## src/rtl/instr_sequencer_if.sv

```systemverilog
// Interface bundling the instruction sequencer's program-load, control,
// processor-handshake and status signals.
// Named const_val rather than const because const is a reserved word.
interface instr_sequencer_if #(
  parameter int unsigned AW = 4
);
  logic          prog_we;
  logic [AW-1:0] prog_addr;
  logic [33:0]   prog_data;
  logic [AW:0]   prog_len;
  logic          start;
  logic          abort;
  logic          done;
  logic [2:0]    instr;
  logic [4:0]    reg1;
  logic [4:0]    reg2;
  logic [4:0]    reg3;
  logic [15:0]   const_val;
  logic          busy;
  logic          seq_done;
  logic          aborted;
  logic [AW:0]   issued_count;

  // Driver side: loads the program, controls runs and models the processor.
  modport master (
    output prog_we, prog_addr, prog_data, prog_len, start, abort, done,
    input  instr, reg1, reg2, reg3, const_val, busy, seq_done, aborted, issued_count
  );

  // Sequencer side.
  modport slave (
    input  prog_we, prog_addr, prog_data, prog_len, start, abort, done,
    output instr, reg1, reg2, reg3, const_val, busy, seq_done, aborted, issued_count
  );
endinterface

```

## src/rtl/instr_sequencer.sv

```systemverilog
// Instruction sequencer: holds a small program buffer and presents one
// instruction per processor done handshake, parking on a filler
// instruction (read r0, no write) when idle or after a run ends.
module instr_sequencer #(
  parameter int unsigned DEPTH = 16,
  parameter int unsigned AW    = 4
) (
  input logic           clk,
  input logic           rst,
  instr_sequencer_if.slave bus
);

  localparam logic [33:0] Filler   = {3'b001, 31'b0};
  localparam logic [AW:0] DepthLen = (AW + 1)'(DEPTH);

  typedef enum logic [1:0] {
    StIdle,
    StWaitSlot,
    StRun
  } state_e;

  logic [33:0] mem [DEPTH];

  state_e      state_q, state_d;
  logic [AW:0] pc_q, pc_d;
  logic [AW:0] len_q, len_d;
  logic [AW:0] issued_q, issued_d;
  logic [33:0] fields_q, fields_d;
  logic        abort_pend_q, abort_pend_d;
  logic        busy_q, busy_d;
  logic        seq_done_q, seq_done_d;
  logic        aborted_q, aborted_d;
  logic        abort_now;

  // Program buffer: writable only while idle, contents survive reset.
  always_ff @(posedge clk) begin
    if (bus.prog_we && (state_q == StIdle)) begin
      mem[bus.prog_addr] <= bus.prog_data;
    end
  end

  // Abort seen now or earlier in this run; acted on at the next issue edge.
  assign abort_now = abort_pend_q | bus.abort;

  // Next-state, issue and run-termination logic.
  always_comb begin
    state_d      = state_q;
    pc_d         = pc_q;
    len_d        = len_q;
    issued_d     = issued_q;
    fields_d     = fields_q;
    abort_pend_d = abort_pend_q;
    busy_d       = busy_q;
    seq_done_d   = 1'b0;
    aborted_d    = 1'b0;

    unique case (state_q)
      StIdle: begin
        fields_d = Filler;
        if (bus.start && (bus.prog_len != '0)) begin
          len_d        = (bus.prog_len > DepthLen) ? DepthLen : bus.prog_len;
          pc_d         = '0;
          issued_d     = '0;
          abort_pend_d = 1'b0;
          busy_d       = 1'b1;
          state_d      = StWaitSlot;
        end
      end

      StWaitSlot: begin
        if (bus.abort) begin
          // Nothing issued yet: end the run straight away.
          fields_d   = Filler;
          busy_d     = 1'b0;
          seq_done_d = 1'b1;
          aborted_d  = 1'b1;
          state_d    = StIdle;
        end else if (bus.done) begin
          fields_d = mem[0];
          pc_d     = (AW + 1)'(1);
          issued_d = (AW + 1)'(1);
          state_d  = StRun;
        end
      end

      StRun: begin
        if (bus.done) begin
          if (abort_now) begin
            fields_d     = Filler;
            busy_d       = 1'b0;
            seq_done_d   = 1'b1;
            aborted_d    = 1'b1;
            abort_pend_d = 1'b0;
            state_d      = StIdle;
          end else if (pc_q < len_q) begin
            fields_d = mem[pc_q[AW-1:0]];
            pc_d     = pc_q + 1'b1;
            issued_d = issued_q + 1'b1;
          end else begin
            // Last instruction has completed.
            fields_d   = Filler;
            busy_d     = 1'b0;
            seq_done_d = 1'b1;
            state_d    = StIdle;
          end
        end else if (bus.abort) begin
          abort_pend_d = 1'b1;
        end
      end

      default: begin
        fields_d = Filler;
        busy_d   = 1'b0;
        state_d  = StIdle;
      end
    endcase
  end

  // State and output registers; reset parks the processor on the filler.
  always_ff @(posedge clk or posedge rst) begin
    if (rst) begin
      state_q      <= StIdle;
      pc_q         <= '0;
      len_q        <= '0;
      issued_q     <= '0;
      fields_q     <= Filler;
      abort_pend_q <= 1'b0;
      busy_q       <= 1'b0;
      seq_done_q   <= 1'b0;
      aborted_q    <= 1'b0;
    end else begin
      state_q      <= state_d;
      pc_q         <= pc_d;
      len_q        <= len_d;
      issued_q     <= issued_d;
      fields_q     <= fields_d;
      abort_pend_q <= abort_pend_d;
      busy_q       <= busy_d;
      seq_done_q   <= seq_done_d;
      aborted_q    <= aborted_d;
    end
  end

  assign bus.instr        = fields_q[33:31];
  assign bus.reg1         = fields_q[30:26];
  assign bus.reg2         = fields_q[25:21];
  assign bus.reg3         = fields_q[20:16];
  assign bus.const_val    = fields_q[15:0];
  assign bus.busy         = busy_q;
  assign bus.seq_done     = seq_done_q;
  assign bus.aborted      = aborted_q;
  assign bus.issued_count = issued_q;

endmodule

```

## src/flat_wrapper.sv

```systemverilog
// flat-port wrapper written by rule: the top's interface ports become plain ports
module instr_sequencer_flat 
#(
  parameter int unsigned DEPTH = 16,
  parameter int unsigned AW    = 4
)
  (clk, rst, bus_prog_we, bus_prog_addr, bus_prog_data, bus_prog_len, bus_start, bus_abort, bus_done, bus_instr, bus_reg1, bus_reg2, bus_reg3, bus_const_val, bus_busy, bus_seq_done, bus_aborted, bus_issued_count);
  instr_sequencer_if #(.AW(AW)) bus_i ();
  input logic clk;
  input logic rst;
  input wire logic [$bits(bus_i.prog_we)-1:0] bus_prog_we;
  input wire logic [$bits(bus_i.prog_addr)-1:0] bus_prog_addr;
  input wire logic [$bits(bus_i.prog_data)-1:0] bus_prog_data;
  input wire logic [$bits(bus_i.prog_len)-1:0] bus_prog_len;
  input wire logic [$bits(bus_i.start)-1:0] bus_start;
  input wire logic [$bits(bus_i.abort)-1:0] bus_abort;
  input wire logic [$bits(bus_i.done)-1:0] bus_done;
  output wire logic [$bits(bus_i.instr)-1:0] bus_instr;
  output wire logic [$bits(bus_i.reg1)-1:0] bus_reg1;
  output wire logic [$bits(bus_i.reg2)-1:0] bus_reg2;
  output wire logic [$bits(bus_i.reg3)-1:0] bus_reg3;
  output wire logic [$bits(bus_i.const_val)-1:0] bus_const_val;
  output wire logic [$bits(bus_i.busy)-1:0] bus_busy;
  output wire logic [$bits(bus_i.seq_done)-1:0] bus_seq_done;
  output wire logic [$bits(bus_i.aborted)-1:0] bus_aborted;
  output wire logic [$bits(bus_i.issued_count)-1:0] bus_issued_count;
  assign bus_i.prog_we = bus_prog_we;
  assign bus_i.prog_addr = bus_prog_addr;
  assign bus_i.prog_data = bus_prog_data;
  assign bus_i.prog_len = bus_prog_len;
  assign bus_i.start = bus_start;
  assign bus_i.abort = bus_abort;
  assign bus_i.done = bus_done;
  assign bus_instr = bus_i.instr;
  assign bus_reg1 = bus_i.reg1;
  assign bus_reg2 = bus_i.reg2;
  assign bus_reg3 = bus_i.reg3;
  assign bus_const_val = bus_i.const_val;
  assign bus_busy = bus_i.busy;
  assign bus_seq_done = bus_i.seq_done;
  assign bus_aborted = bus_i.aborted;
  assign bus_issued_count = bus_i.issued_count;
  instr_sequencer #(.DEPTH(DEPTH), .AW(AW)) u_core (.clk(clk), .rst(rst), .bus(bus_i));
endmodule
```

## config.mk

```make
export PLATFORM = sky130hd
export DESIGN_NAME = instr_sequencer_flat
export DESIGN_NICKNAME = d
export VERILOG_FILES = /design/src/rtl/instr_sequencer_if.sv /design/src/rtl/instr_sequencer.sv /design/src/flat_wrapper.sv
export SDC_FILE = /design/constraint.sdc
export NUM_CORES = 1
export LEC_CHECK = 0
export ABC_AREA = 1
export ABC_CLOCK_PERIOD_IN_PS = 3800
export CAP_MARGIN = 10
export CORE_MARGIN = 5
export CORE_UTILIZATION = 55
export CTS_CLUSTER_DIAMETER = 80
export CTS_CLUSTER_SIZE = 12
export DETAILED_ROUTE_END_ITERATION = 10
export PLACE_DENSITY = 0.83
export SYNTH_ARGS = -nofsm -noshare
export SYNTH_HDL_FRONTEND = slang
export SYNTH_SLANG_ARGS = --single-unit
```

## constraint.sdc

```tcl
create_clock -name clk -period 3.8 [get_ports clk]
set_input_delay 0.76 -clock clk [delete_from_list [all_inputs] [get_ports clk]]
set_output_delay 0.76 -clock clk [all_outputs]
set_load 0.05 [all_outputs]
```

==> results.cfg, run 1 <==
[cts]
numCtsBuffers = 55
cts_buffer_depth = 3
cts_tree = done
cts_root_buffer = clkbuf_16
clock_latency_ns = 0.61
clk_pin_slew_worst_paths_ns = 0.07
postCtsSetupBuffers = 0
cts.sinks = 599
postCtsHoldBufs = 0
post_cts_resized = 0
htree_levels = 2

[floorplanning]
initial_core_util_pct = 55.5
die-width_um = 221
fp.coreArea_um2 = 44100
fp.dieH_um = 221
pin_count = 91
dieArea_um2 = 48900
rows = 77

[drt]
wl_per_cell_um = 20.9
vias_per_cell = 5.99
drt_pass1_iterations = 7
drt_iter0_markers = 2387
wl_um = 59400
drc = 0
ant_nets = 0
vias = 17000

[power_and_ir_drop]
clockPowerShare_pct = 31.8
p_sw_share_pct = 29.9
seq_power_share_pct = 47.9
p_comb_share_pct = 20.2
p_sw_w = 0.00474
cellPowerDensity_nw_per_um2 = 573
leakage_nw = 10.2
peakVddDrop_v = 0.000376
intPower_w = 0.0111

[timing]
clock_skew_ns = 0.0232
min_period_over_period_pct = 71.1
slew-limit-headroom_pct = 25.6
finalSetupViolations = 0
slew_violations = 0
final-hold-violation-count = 0
max_freq_mhz = 370
rsz0062_at_grt = false
tns_ns = 0
min_period_ns = 2.70
tightestPinTransition_ns = 1.12

[critical_path]
crit_slowest_cell = clkdlybuf4s50_1
rrSetupSlack_ns = 1.12
cp_top_family = buffers and inverters
cp_cell_sequence = clkdlybuf4s50_1
cp.arrival_ns = 1.94
r2r_end = u_core.mem[1][4]$_DFFE_PP_
cp-end-kind = primary output
timing.setup.critical_path_class = reg2out
path_max_fanout = 2
r2r_start = u_core.state_q[0]$_DFFE_PP0P_
start_kind = flip-flop
cp.required_ns = 3.04
slowest_delay_ns = 0.80
critPathBufInv = 1
reg2regPathDepth = 7

[worst_hold_path]
min_path_type = in2async

[grt]
antenna_found_initial = 1
overflow = 0
grt_max_degree = 207
grt_pass1_wl_um = 92300
grt_pass1_vias = 16800
grt_usage_pct = 23.7

[final_layout]
num-nets-final = 2263
drive_above_1_share_pct = 5.96
fillCellCount = 3191
area_growth_pct = 12.9
antenna_cells = 0
final_core_util_pct = 62.7

[synth]
ys_seq_area_share_pct = 72.3
synth_cell_types = 31
yosysWarnings = 0
ys_ff_latch = 599
avgSynthCellArea_um2 = 11.4
synthCells = 2143
synth_nets = 2202
synth_area_um2 = 24500
synth_top_cells_by_area = edfxtp_1 (67%), nand2_1 (12%), nand3_1 (10%)
yosysTopAreaCell = edfxtp_1
netlist.area_leader.share_pct = 66.7

[placement]
place_congestion = 0.850
dp_hpwl_um = 32000
portBuffers = 90

[flow_run]
drv_cap = 0

[run_status]
status = finished clean
## state kept, by name, indices dropped and copies added, names as in the netlist
| register | flops |
|---|---|
| u_core.fields_q | 34 |
| u_core.bus.busy | 1 |
| u_core.abort_pend_q | 1 |
| u_core.pc_q | 5 |
| u_core.bus.aborted | 1 |
| u_core.bus.issued_count | 5 |
| u_core.bus.seq_done | 1 |
| u_core.len_q | 5 |
| u_core.mem | 544 |
| u_core.state_q | 2 |
## cells in the mapped netlist (all sizes together)
| library cell | count |
|---|---|
| a21boi | 1 |
| a21oi | 4 |
| buf | 93 |
| clkbuf | 36 |
| clkinv | 3 |
| dfrtp | 54 |
| dfstp | 1 |
| edfxtp | 544 |
| ha | 10 |
| inv | 46 |
| nand2 | 768 |
| nand3 | 509 |
| nand3b | 1 |
| nand4 | 8 |
| nor2 | 26 |
| nor3 | 9 |
| nor3b | 1 |
| o211ai | 1 |
| o21a | 1 |
| o21ai | 18 |
| o22ai | 3 |
| o31ai | 2 |
| or2 | 4 |
## worst max-delay path by stage
stage,startpoint,end,slack (ns),cells past startpoint
6_report,u_core.fields_q[31]$_DFFE_PP1P_,bus_instr[0],1.10,1
5_1_grt,u_core.pc_q[0]$_DFFE_PP0P_,u_core.fields_q[9]$_DFFE_PP0P_,0.75,10
4_1_cts,u_core.pc_q[0]$_DFFE_PP0P_,u_core.fields_q[5]$_DFFE_PP0P_,0.95,10
3_5_place_dp,bus_prog_we,u_core.mem[1][3]$_DFFE_PP_,0.64,6
3_3_place_gp,bus_prog_we,u_core.mem[1][6]$_DFFE_PP_,0.73,6
2_1_floorplan,bus_prog_we,u_core.mem[8][0]$_DFFE_PP_,0.007,2
## cells in the final DEF, fill, tap and decap left out
cell               n
o31ai_1            2
dfstp_2            1
inv_4              1
nand4_1            8
buf_4             35
nor2_4            11
o21a_1             1
nand3_1          509
buf_12             8
o211ai_1           1
nor3_1             1
o21ai_1            2
nand3b_1           1
inv_2              3
nor3_2             8
o22ai_1            3
clkdlybuf4s50_1   90
clkbuf_16         57
dfrtp_2            2
clkbuf_1          44
dfrtp_4            2
edfxtp_1         544
dfrtp_1           50
o21ai_0           15
inv_6              1
nor3b_1            1
inv_1             42
nand2_1          768
o21ai_2            1
clkinv_1           2
nor2_1            15
a21oi_1            4
a21boi_0           1
ha_1              10
or2_2              4
## layer usage
metal  vias to the layer above  track usage [%]  share of wire [%]
met5                         -                0              0.022
met4                         2             9.48                3.6
met3                       175             4.07                 11
met2                      1108             38.9                 48
met1                      8154             31.8                 37
li1                       7582                -                  -
## power by group through the flow
stage,combinational [W],clock (W),sequential (W)
5_1_grt,0.00349,0.00538,0.00761
6_report,0.00321,0.00505,0.00759
3_3_place_gp,0.00301,0,0.00772
3_5_place_dp,0.00315,0,0.00773
2_1_floorplan,0.00192,0,0.00800
4_1_cts,0.00318,0.00509,0.00759
## stage by stage
step           cell area, um2  power, W  hold slack, ns  worst slack (ns)  cells
2_1_floorplan           24500   0.00991           0.452           0.00691   2143
3_5_place_dp            26100    0.0109           0.466             0.638   2739
3_3_place_gp            26100    0.0107           0.469             0.726   2739
5_1_grt                 27700    0.0165           0.421             0.750   2840
4_1_cts                 27700    0.0159           0.388             0.948   2840
6_report                27700    0.0159           0.404              1.10   2840
## layout make-up
cell class	count	area (um2)	area share (%)
Timing Repair Buffer	133	1320	4.79
Inverter	49	191	0.692
Clock buffer	101	1590	5.76
Tap cell	592	741	2.68
Sequential cell	599	17700	64.1
Multi-Input combinational cell	1366	6080	22.0
## kinds of logic after synthesis
logic type / after synthesis / synth area share (%)
and+or+nand+nor: 1326 / 23.2
DFF: 599 / 72.3
buffers and inverters: 178 / 3.31
AOI/OAI and AO/OA: 30 / 0.695
adders and majority gates: 10 / 0.511
Power figures use the tool's default switching activity.
==> run 2: changes to the inputs <==
- ABC_CLOCK_PERIOD_IN_PS: 3800 -> 2800
- CORE_UTILIZATION: 55 -> 61
- PLACE_DENSITY: 0.83 -> 0.87
- clock period: 3.8 -> 2.8 ns (I/O delays scaled with it)
==> results.cfg, run 2 (synthesis results as in run 1) <==
[run_status]
status = finished clean

[grt]
overflow = 0
grt_pass1_wl_um = 95100
grt_usage_pct = 27.7
antenna_found_initial = 0
grt_pass1_vias = 17200
grt_max_degree = 151

[drt]
vias_per_cell = 6.31
ant_nets = 0
drc = 0
vias = 17600
drt_iter0_markers = 2840
wl_um = 62800
drt_pass1_iterations = 6
wl_per_cell_um = 22.6

[cts]
htree_levels = 2
cts.sinks = 599
cts_tree = done
post_cts_resized = 0
clock_latency_ns = 0.60
postCtsSetupBuffers = 0
postCtsHoldBufs = 0
cts_root_buffer = clkbuf_16
clk_pin_slew_worst_paths_ns = 0.06
numCtsBuffers = 56
cts_buffer_depth = 3

[power_and_ir_drop]
leakage_nw = 10.3
p_sw_w = 0.00664
cellPowerDensity_nw_per_um2 = 784
peakVddDrop_v = 0.000483
p_comb_share_pct = 20.9
seq_power_share_pct = 47.2
p_sw_share_pct = 30.4
clockPowerShare_pct = 31.9
intPower_w = 0.0152

[final_layout]
num-nets-final = 2271
regMostFlops = u_core.mem
antenna_cells = 0
area_growth_pct = 13.8
layout_common_cells = nand2_1 (768), edfxtp_1 (544), nand3_1 (509)
layout_commonest_cell = nand2_1
final_core_util_pct = 70.1
largest_reg_flops = 544
final_cell_area_um2 = 27900
drive_above_1_share_pct = 6.38
reg_top3 = u_core.mem (544), u_core.fields_q (34)
fillCellCount = 2414

[floorplanning]
die-width_um = 210
initial_core_util_pct = 61.6
rows = 73
dieArea_um2 = 44300
pin_count = 91
fp.coreArea_um2 = 39700
fp.dieH_um = 210

[timing]
max_freq_mhz = 395
slew-limit-headroom_pct = 42.1
rsz0062_at_grt = false
tightestPinTransition_ns = 0.869
finalSetupViolations = 0
slew_violations = 0
final-hold-violation-count = 0
min_period_over_period_pct = 90.4
min_period_ns = 2.53
hold_slack_ns = 0.288
clock_skew_ns = 0.00976

[critical_path]
cp.required_ns = 3.30
start_kind = flip-flop
cp.arrival_ns = 3.03
timing.setup.critical_path_class = reg2reg
cp-end-kind = flip-flop
path_max_fanout = 51

[placement]
placed_area_um2 = 26200
portBuffers = 90
place_congestion = 0.856
dp_hpwl_um = 33400

[worst_hold_path]
min_path_type = in2async

[flow_run]
drv_cap = 0
[run 2: cell count changes in the layout (fill, tap and decap cells not counted)]
cell,previous run,this run
clkinv_2,0,1
inv_16,0,1
buf_12,8,25
buf_4,35,25
inv_8,0,1
clkbuf_1,44,43
[run 2: cell type report]
cell class                      count  area (um2)  share of cell area (%)
Multi-Input combinational cell   1366        6080                    21.8
Clock buffer                      100        1590                    5.70
Clock inverter                      3        36.3                   0.130
Tap cell                          525         657                    2.36
Sequential cell                   599       17700                    63.6
Timing Repair Buffer              140        1590                    5.70
Inverter                           49         191                   0.687
[run 2: path summary, 6_finish.rpt]
| check | cells after the start | slack (ns) | startpoint | end |
|---|---|---|---|---|
| min reg2reg | 2 | 0.48 | u_core.fields_q[5]$_DFFE_PP0P_ | u_core.fields_q[5]$_DFFE_PP0P_ |
| max in group asynchronous | 3 | 1.85 | rst | u_core.fields_q[31]$_DFFE_PP1P_ |
| min in group clk | 2 | 0.48 | u_core.fields_q[5]$_DFFE_PP0P_ | u_core.fields_q[5]$_DFFE_PP0P_ |
| max reg2reg | 7 | 0.27 | u_core.pc_q[0]$_DFFE_PP0P_ | u_core.pc_q[4]$_DFFE_PP0P_ |
| min | 2 | 0.29 | rst | u_core.bus.issued_count[2]$_DFFE_PP0P_ |
| max | 7 | 0.27 | u_core.pc_q[0]$_DFFE_PP0P_ | u_core.pc_q[4]$_DFFE_PP0P_ |
[run 2: critical path, stage by stage (launching register included)]
cell      delay, ns
dfrtp_4        0.53
inv_6          0.41
a21boi_0       0.17
o21ai_1        0.21
nand2_1        0.15
nand2_1        0.08
nand3_1        0.46
o21ai_0        0.41
[run 2: stage by stage]
step | power, W | TNS, ns | worst slack (ns) | instances
final | 0.0218 | 0 | 0.268 | 2782
after global routing | 0.0226 | 0 | 0.116 | 2782
after CTS | 0.0218 | 0 | 0.291 | 2782
after detailed placement | 0.0149 | 0 | 0.219 | 2679
after global placement | 0.0147 | 0 | 0.338 | 2679
after floorplan | 0.0135 | -248.16 | -0.912 | 2143
[run 2: power by group through the flow]
stage	sequential [W]	clock [W]	combinational (W)
3_5_place_dp	0.0105	0	0.00440
5_1_grt	0.0103	0.00739	0.00492
3_3_place_gp	0.0105	0	0.00421
6_report	0.0103	0.00697	0.00456
4_1_cts	0.0103	0.00700	0.00448
2_1_floorplan	0.0108	0	0.00261
[run 2: routing by layer]
| layer | wire length, um | part of all wire, % | up-vias | GRT usage (%) |
|---|---|---|---|---|
| met5 | 0 | 0 | - | 0 |
| met3 | 8160 | 13 | 202 | 5.88 |
| met1 | 21400 | 34 | 8340 | 36.2 |
| met4 | 2390 | 3.8 | 0 | 10.9 |
| met2 | 30800 | 49 | 1403 | 46.0 |
| li1 | - | - | 7609 | - |
